File: config.mk
export PLATFORM = sky130hd
export DESIGN_NAME = boruss_mem_arbiter
export DESIGN_NICKNAME = d
export VERILOG_FILES = /design/src/rtl/boruss_mem_arbiter.sv
export SDC_FILE = /design/constraint.sdc
export NUM_CORES = 1
export LEC_CHECK = 0
export CORE_MARGIN = 1
export CORE_UTILIZATION = 42
export DETAILED_ROUTE_END_ITERATION = 8
export GPL_TIMING_DRIVEN = 1
export PLACE_DENSITY = 0.79
export SKIP_CTS_REPAIR_TIMING = 1
export SYNTH_ARGS = -nofsm -noshare
export SYNTH_HDL_FRONTEND = slang
export SYNTH_SLANG_ARGS = --single-unit
File: constraint.sdc
create_clock -name clk_i -period 2.85 [get_ports clk_i]
set_input_delay 0.57 -clock clk_i [delete_from_list [all_inputs] [get_ports clk_i]]
set_output_delay 0.57 -clock clk_i [all_outputs]
set_load 0.02 [all_outputs]
File: src/rtl/boruss_mem_arbiter.sv
// Three-port arbiter for the shared single-port 8-bit memory: IF (0), data (1), debug/loader (2).
// Latency: ack one cycle after edge E0+MEM_WAIT+1; one access per MEM_WAIT+3 cycles.
// Backpressure: requesters hold req until ack. BORUSS_ARB_FIXED_PRIO_EN selects fixed priority 2>1>0.
module boruss_mem_arbiter #(
    parameter int ADDR_W   = 8,
    parameter int DATA_W   = 8,
    parameter int MEM_WAIT = 1
) (
    input  logic                  clk_i,
    input  logic                  reset_ni,
    input  logic [2:0]            req_i,
    input  logic [2:0]            we_i,
    input  logic [3*ADDR_W-1:0]   addr_i,
    input  logic [3*DATA_W-1:0]   wdata_i,
    output logic [2:0]            ack_o,
    output logic [DATA_W-1:0]     rdata_o,
    output logic [2:0]            grant_o,
    output logic                  busy_o,
    output logic                  mem_en_o,
    output logic                  mem_we_o,
    output logic [ADDR_W-1:0]     mem_addr_o,
    output logic [DATA_W-1:0]     mem_wdata_o,
    input  logic [DATA_W-1:0]     mem_rdata_i
);

    localparam logic [1:0] ST_IDLE   = 2'd0;
    localparam logic [1:0] ST_ACCESS = 2'd1;
    localparam logic [1:0] ST_DONE   = 2'd2;

    logic [1:0]        state_q, state_d;
    logic [2:0]        grant_q, grant_d;
    logic [2:0]        ack_q, ack_d;
    logic [DATA_W-1:0] rdata_q, rdata_d;
    logic              mem_en_q, mem_en_d;
    logic              mem_we_q, mem_we_d;
    logic [ADDR_W-1:0] mem_addr_q, mem_addr_d;
    logic [DATA_W-1:0] mem_wdata_q, mem_wdata_d;
    logic [3:0]        cnt_q, cnt_d;

    logic              win_vld;
    logic [1:0]        win_idx;

`ifdef BORUSS_ARB_FIXED_PRIO_EN
    always_comb begin
        win_vld = 1'b1;
        win_idx = 2'd0;
        if (req_i[2])      win_idx = 2'd2;
        else if (req_i[1]) win_idx = 2'd1;
        else if (req_i[0]) win_idx = 2'd0;
        else               win_vld = 1'b0;
    end
`else
    logic [1:0] rr_ptr_q, rr_ptr_d;

    // Scan farthest candidate first so the one nearest rr_ptr overwrites and wins.
    always_comb begin
        logic [2:0] idx;
        win_vld = 1'b0;
        win_idx = 2'd0;
        idx     = 3'd0;
        for (int k = 2; k >= 0; k--) begin
            idx = {1'b0, rr_ptr_q} + 3'(k);
            if (idx >= 3'd3) idx = idx - 3'd3;
            if (req_i[idx[1:0]]) begin
                win_vld = 1'b1;
                win_idx = idx[1:0];
            end
        end
    end

    always_comb begin
        rr_ptr_d = rr_ptr_q;
        if (state_q == ST_DONE) begin
            case (grant_q)
                3'b001:  rr_ptr_d = 2'd1;
                3'b010:  rr_ptr_d = 2'd2;
                default: rr_ptr_d = 2'd0;
            endcase
        end
    end

    always_ff @(posedge clk_i or negedge reset_ni) begin
        if (!reset_ni) rr_ptr_q <= 2'd0;
        else           rr_ptr_q <= rr_ptr_d;
    end
`endif

    always_comb begin
        state_d     = state_q;
        grant_d     = grant_q;
        ack_d       = ack_q;
        rdata_d     = rdata_q;
        mem_en_d    = mem_en_q;
        mem_we_d    = mem_we_q;
        mem_addr_d  = mem_addr_q;
        mem_wdata_d = mem_wdata_q;
        cnt_d       = cnt_q;
        case (state_q)
            ST_IDLE: begin
                if (win_vld) begin
                    grant_d     = 3'b001 << win_idx;
                    mem_en_d    = 1'b1;
                    mem_we_d    = we_i[win_idx];
                    mem_addr_d  = addr_i[win_idx*ADDR_W +: ADDR_W];
                    mem_wdata_d = wdata_i[win_idx*DATA_W +: DATA_W];
                    cnt_d       = 4'(MEM_WAIT);
                    state_d     = ST_ACCESS;
                end
            end
            ST_ACCESS: begin
                if (cnt_q == 4'd0) begin
                    if (!mem_we_q) rdata_d = mem_rdata_i;
                    ack_d    = grant_q;
                    mem_en_d = 1'b0;
                    mem_we_d = 1'b0;
                    state_d  = ST_DONE;
                end else begin
                    cnt_d = cnt_q - 4'd1;
                end
            end
            ST_DONE: begin
                ack_d   = 3'b000;
                grant_d = 3'b000;
                state_d = ST_IDLE;
            end
            default: begin
                ack_d    = 3'b000;
                grant_d  = 3'b000;
                mem_en_d = 1'b0;
                mem_we_d = 1'b0;
                state_d  = ST_IDLE;
            end
        endcase
    end

    always_ff @(posedge clk_i or negedge reset_ni) begin
        if (!reset_ni) begin
            state_q     <= ST_IDLE;
            grant_q     <= 3'b000;
            ack_q       <= 3'b000;
            rdata_q     <= '0;
            mem_en_q    <= 1'b0;
            mem_we_q    <= 1'b0;
            mem_addr_q  <= '0;
            mem_wdata_q <= '0;
            cnt_q       <= 4'd0;
        end else begin
            state_q     <= state_d;
            grant_q     <= grant_d;
            ack_q       <= ack_d;
            rdata_q     <= rdata_d;
            mem_en_q    <= mem_en_d;
            mem_we_q    <= mem_we_d;
            mem_addr_q  <= mem_addr_d;
            mem_wdata_q <= mem_wdata_d;
            cnt_q       <= cnt_d;
        end
    end

    assign ack_o       = ack_q;
    assign rdata_o     = rdata_q;
    assign grant_o     = grant_q;
    assign busy_o      = (state_q != ST_IDLE);
    assign mem_en_o    = mem_en_q;
    assign mem_we_o    = mem_we_q;
    assign mem_addr_o  = mem_addr_q;
    assign mem_wdata_o = mem_wdata_q;

endmodule
Yosys cells after proc, flatten, opt, wreduce, memory -nomap -nowiden
Index checks and enable logic that the tools add are counted.
{"block": "classes", "n_addsub": 6, "order_cmp": 7, "eq_ne": 7, "shift": 3, "mux": 33, "bitwise": 4, "reduce_logical": 11}
{"op": "24-bit by 6-bit variable part select with 8-bit output", "n": 2}
{"op": "2-bit 2-to-1 mux", "n": 8}
{"op": "2-bit by 3-bit less-than comparator with 1-bit output, second input constant", "n": 4}
{"op": "3-bit case mux with 2 select lines", "n": 2}
{"op": "1-bit 2-to-1 mux", "n": 10}
{"op": "3-bit AND reduction", "n": 3}
{"op": "1-bit binary-select mux with 2-bit select", "n": 4}
{"op": "4-bit 2-to-1 mux", "n": 2}
{"op": "2-bit case mux with 2 select lines", "n": 2}
{"op": "4-bit case mux with 2 select lines", "n": 1}
{"op": "2-bit AND reduction", "n": 4}
{"op": "3-bit by 2-bit greater-or-equal comparator with 1-bit output, second input constant", "n": 2}
{"op": "3-bit 2-to-1 mux", "n": 2}
{"op": "2-bit inequality test, second input constant", "n": 3}
{"op": "1-bit case mux with 3 select lines", "n": 2}
{"op": "2-bit subtractor, second input constant", "n": 3}
{"op": "4-bit zero test", "n": 1}
{"op": "1-bit inverter", "n": 4}
{"op": "2-bit nonzero test", "n": 2}
{"op": "4-bit by 1-bit subtractor with 4-bit output, second input constant", "n": 1}
{"op": "2-bit by 1-bit adder with 3-bit output, second input constant", "n": 1}
{"op": "2-bit by 2-bit adder with 3-bit output, second input constant", "n": 1}
{"op": "3-bit by 1-bit equality test with 1-bit output, second input constant", "n": 1}
{"op": "3-bit by 2-bit equality test with 1-bit output, second input constant", "n": 1}
{"op": "5 further kinds", "n": 5}
{"block": "totals", "regBits": 40, "out_inout_bits": 33}

Depth between registers and ports, before layout
{"block": "depth", "word_depth": 12, "depth_mapped": 11}

Worst setup path before layout
Ideal clock, no wire load.
{"block": "synth_path", "path_type": "reg-to-reg", "startpoint": "register rr_ptr_q[0]", "endpoint": "register mem_addr_q[0], in the netlist mem_addr_o[0]", "setup_ns": 0.121, "t_arrival_ns": 2.052, "required_ns": 2.729, "setup_slack_ns": 0.677, "path_stages_with_launch": 12, "n_path_buf": 3, "cell_sequence": "dfrtp_1 inv_1 ha_1 buf_2 and4b_1 a32o_1 o21bai_2 buf_6 buf_12 mux2_4 nor2_2 o21ai_2"}
{"block": "synth_via", "elab_chain_len": 9, "word_cells_on_any_way": 25}
{"item": "start, declared", "line_no": "53", "text": "logic [1:0] rr_ptr_q, rr_ptr_d;"}
{"item": "start signal, assigned", "line_no": "84", "text": "else rr_ptr_q <= rr_ptr_d;"}
{"item": "2-bit by 2-bit adder with 3-bit output", "line_no": "62", "text": "idx = {1'b0, rr_ptr_q} + 3'(k);"}
{"item": "3-bit by 2-bit greater-or-equal comparator with 1-bit output or 2-bit subtractor (tied branches)", "line_no": "63", "text": "if (idx >= 3'd3) idx = idx - 3'd3;"}
{"item": "2-bit 2-to-1 mux", "line_no": "63"}
{"item": "1-bit binary-select mux with 2-bit select", "line_no": "64", "text": "if (req_i[idx[1:0]]) begin"}
{"item": "1-bit 2-to-1 mux (implied by the code)", "line_no": "64"}
{"item": "2-bit 2-to-1 mux or 1-bit 2-to-1 mux (tied branches) (3 in series)", "line_no": "64"}
{"item": "24-bit by 6-bit variable part select with 8-bit output or 2-bit AND reduction (tied branches)"}
{"item": "end signal, assigned", "line_no": "154", "text": "mem_addr_q <= mem_addr_d;"}
{"item": "end, declared", "line_no": "36", "text": "logic [ADDR_W-1:0] mem_addr_q, mem_addr_d;"}
Parallel ways exist; a longest one is shown, timed or not. The select of a mux whose other input is x is not followed.
A chain may end at the register's enable or synchronous reset.

Final worst setup path
{"block": "layout_path", "startpoint": "register rr_ptr_q[1]", "endpoint": "register mem_wdata_q[5], in the netlist mem_wdata_o[5]"}
{"block": "layout_via", "elab_chain_len": 9, "word_cells_on_any_way": 25}
{"item": "2-bit by 2-bit adder with 3-bit output", "line_no": "62"}
{"item": "3-bit by 2-bit greater-or-equal comparator with 1-bit output or 2-bit subtractor (tied branches)", "line_no": "63"}
{"item": "2-bit 2-to-1 mux", "line_no": "63"}
{"item": "1-bit binary-select mux with 2-bit select", "line_no": "64"}
{"item": "1-bit 2-to-1 mux (implied by the code)", "line_no": "64"}
{"item": "2-bit 2-to-1 mux or 1-bit 2-to-1 mux (tied branches) (3 in series)", "line_no": "64"}
{"item": "24-bit by 6-bit variable part select with 8-bit output or 2-bit AND reduction (tied branches)"}
{"item": "end signal, assigned", "line_no": "155", "text": "mem_wdata_q <= mem_wdata_d;"}
{"item": "end, declared", "line_no": "37", "text": "logic [DATA_W-1:0] mem_wdata_q, mem_wdata_d;"}
Parallel ways exist; a longest one is shown, timed or not. The select of a mux whose other input is x is not followed.

==> impl_metrics.csv <==
group,metric,value,unit
status,outcome,"finished clean",
sta,drv_slew,0,
global_routing,grt_antenna_before_repair,0,
placed_design,detailed_place_hpwl,4100,µm
logic_synthesis,seq_area_frac_synth,42.2,%
finish,flow.area_growth_from_synthesis,45.5,%
routing,drc,0,
logic_synthesis,postSynthRegisterBits,40,
logic_synthesis,ys_top_cells_by_area,"dfrtp_1 42%, mux2_2 8.1%, o21ai_0 6.3%",
power_and_ir_drop,power_switching_share,40.7,%
worst_setup_path,start_kind,"flop",
floorplan,area_of_the_die,5960,µm²
cts,clock_buffers_created_by_tritoncts,5,
finish,post_layout_nonfiller_instances,401,
sta,fmax,404,MHz
logic_synthesis,yosys_top_cell_by_area,"dfrtp_1",
power_and_ir_drop,power_switching,1.46,mW
sta,rsz0062_at_grt,"false",
floorplan,floorplan.io_pins,97,
global_routing,grt_first_pass_wirelength,9300,µm
sta,fin_skew,0.00610,ns
logic_synthesis,mean_instance_size_in_the_synthesized_netlist,10.1,µm²
global_routing,maximum_number_of_pins_on_one_net_before_global_route_repair,41,
finish,antenna_cells,0,
sta,setup_tns,0,ns
worst_setup_path,timing.critical_path.cells,"inv_1, ha_1, and2b_2, nor3b_1, o2bb2a_4, or2_1, nand2_1, o21ai_2",
floorplan,dieWidth,77.2,µm
power_and_ir_drop,max-vdd-ir-drop,656,µV
placed_design,placedCellCount,393,
placed_design,dpl_cell_area,3350,µm²
cts,clockBufferDepth,2,
finish,final_common_cell,"clkdlybuf4s50_1",
finish,most-common-layout-cells,"95 x clkdlybuf4s50_1, 40 x dfrtp_1, 30 x o21ai_0, 29 x nand2_1, 21 x nor2_1",
global_routing,first_global_vias,1955,
global_routing,total_global_route_track_usage,19.8,%
cts,tritoncts,"built",
logic_synthesis,yosysUniqueCellTypes,46,
routing,postRouteWirelength,5540,µm
worst_setup_path,crit_path_end_kind,"flop",
power_and_ir_drop,share_seq_of_total_power,27.7,%
worst_setup_path,crit_arrival,2.69,ns
logic_synthesis,synth_top_area_share,42.2,%
routing,ant_nets,0,
floorplan,placementRows,27,
sta,slew-limit-headroom,42.7,%
cts,cts_sinks,40,
flow_run,drv_cap,0,
worst_setup_path,slowest_delay,0.53,ns
logic_synthesis,synthesis.area,2370,µm²
worst_hold_path,hold_class,"in2async",
power_and_ir_drop,power.density_cell_area,1040,nW/µm²
worst_setup_path,crit_fanout,16,
logic_synthesis,ys.warnings.count,0,
cts,h_tree_depth,2,
floorplan,die_y,77.2,µm
routing,wire_per_inst,13.8,µm
cts,clock_latency,0.29,ns
worst_setup_path,startpoint_to_endpoint_class_of_the_critical_path,"reg2reg",
routing,detailroute.via_count,2052,
sta,tightestPinTransition,0.859,ns
power_and_ir_drop,leakagePower,1.44,nW
global_routing,gr-total-overflow,0,
logic_synthesis,synthesis.instances,235,
routing,detailedRoute.firstPassIterationCount,4,
cts,cts-root-buf,"clkbuf_8",
worst_setup_path,worst-endpoint-required,3.06,ns
routing,first_iteration_detailed_routing_drc_count,78,
worst_setup_path,cpMaxStageDelayCell,"or2_1",
floorplan,floorplan.initialDensity,43.4,%
logic_synthesis,post_synthesis_net_count,304,
sta,setup_viol_count_final,0,
finish,finish.instance_area,3450,µm²
routing,vias_per_cell,5.12,
placed_design,port_buffers,96,
floorplan,core_region_area,5470,µm²
sta,fin_crit,2.48,ns
power_and_ir_drop,clkPwrFrac,12.5,%
sta,report.final.hold_viol_count,0,
placed_design,gpl.final_weighted_congestion,0.820,
power_and_ir_drop,p_int,2.13,mW
cts,clk_pin_slew_worst_paths,0.08,ns
power_and_ir_drop,share_comb_of_total_power,59.8,%
sta,final_min_period_over_clock_period,86.9,%
finish,nNetsFinal,397,
finish,layout-drive-gt1-share,19.1,%
## layout make-up
type                    instances  area [µm²]
clock buffers                   6        72.6
fillers                       459        2020
inverters                       6        22.5
clock inverters                 2        35.0
well taps                      72        90.1
flip-flops and latches         40        1000
multi-input cells             176        1240
repair buffers                 99         991
## per-layer routing
| layer | global-route usage (%) | part of all wire [%] | vias up |
|---|---|---|---|
| met4 | 5.09 | 1.4 | 0 |
| met2 | 32.8 | 49 | 77 |
| li1 | - | - | 1002 |
| met5 | 0 | 0 | - |
| met3 | 5.36 | 5.7 | 8 |
| met1 | 25.4 | 43 | 965 |
## flip-flops by register name (all words and copies together), names as in the netlist
register,cells
mem_wdata_o,8
rr_ptr_q,2
mem_en_o,1
ack_o,3
cnt_q,4
rdata_o,8
mem_addr_o,8
state_q,2
mem_we_o,1
grant_o,3
## synthesized netlist by cell type, drive strengths merged
library cell / n
nand2: 29
nor4: 1
xor2: 1
a22oi: 1
o21ai: 41
o41ai: 1
and3b: 1
dfrtp: 40
o21a: 1
a221oi: 1
nor3b: 1
o2bb2ai: 1
o32ai: 1
o21bai: 1
o22ai: 1
nand2b: 10
a31oi: 1
a32o: 3
nor2b: 1
inv: 6
a211oi: 1
a21oi: 5
nand3: 1
or2: 2
ha: 5
mux2: 26
mux2i: 2
buf: 12
and2: 1
a22o: 1
nor2: 30
and4b: 1
and2b: 1
xnor2: 1
nor3: 1
clkbuf: 1
o2bb2a: 1
## kinds of logic (layout without fill, tap and decap cells)
| group | after synthesis | count (layout) | synth area share [%] |
|---|---|---|---|
| compound gates | 61 | 61 | 17.9 |
| xor+xnor | 2 | 2 | 0.738 |
| fa+ha+maj | 5 | 5 | 2.64 |
| buf+inv | 19 | 113 | 5.53 |
| flops | 40 | 40 | 42.2 |
| mux | 28 | 28 | 14.6 |
| simple gates | 80 | 80 | 16.4 |
## metrics by stage
stage / worst slack, ns / hold WS, ns / total power [mW] / util [%]
final: 0.372 / 0.390 / 3.60 / 63.1
after global routing: 0.145 / 0.460 / 3.87 / 63.1
after CTS: 0.401 / 0.422 / 3.63 / 63.1
after detailed placement: 0.240 / 0.471 / 3.18 / 61.1
after global placement: 0.302 / 0.461 / 3.12 / 61.1
after floorplan: 0.677 / 0.274 / 2.48 / -
## critical path: cells and delay by family, from the launching register on
family	cells	cell delay, ns
buffers and inverters	1	0.07
AND/OR/NAND/NOR	4	1.21
flip-flops	1	0.43
adder cells (fa/ha/maj)	1	0.40
AO/OA/AOI/OAI	2	0.29
## power groups by stage
stage / sequential [mW] / combinational, mW / clock [mW]
floorplan: 1.22 / 1.26 / 0
global placement: 0.996 / 2.13 / 0
detailed placement: 1.01 / 2.17 / 0
CTS: 0.999 / 2.18 / 0.458
global route: 1.04 / 2.35 / 0.482
finish: 0.998 / 2.15 / 0.448
## final timing paths
check	from	to	slack (ns)	cells past startpoint
max in group asynchronous	reset_ni	mem_addr_o[5]$_DFFE_PN0P_	1.92	1
min in group clk_i	mem_addr_o[4]$_DFFE_PN0P_	mem_addr_o[4]$_DFFE_PN0P_	0.48	2
setup / recovery	rr_ptr_q[1]$_DFFE_PN0P_	mem_wdata_o[5]$_DFFE_PN0P_	0.37	8
setup reg to reg	rr_ptr_q[1]$_DFFE_PN0P_	mem_wdata_o[5]$_DFFE_PN0P_	0.37	8
hold / removal	reset_ni	mem_en_o$_DFFE_PN0P_	0.39	1
hold reg to reg	mem_addr_o[4]$_DFFE_PN0P_	mem_addr_o[4]$_DFFE_PN0P_	0.48	2
No activity file was read; power rests on OpenSTA's default activity.
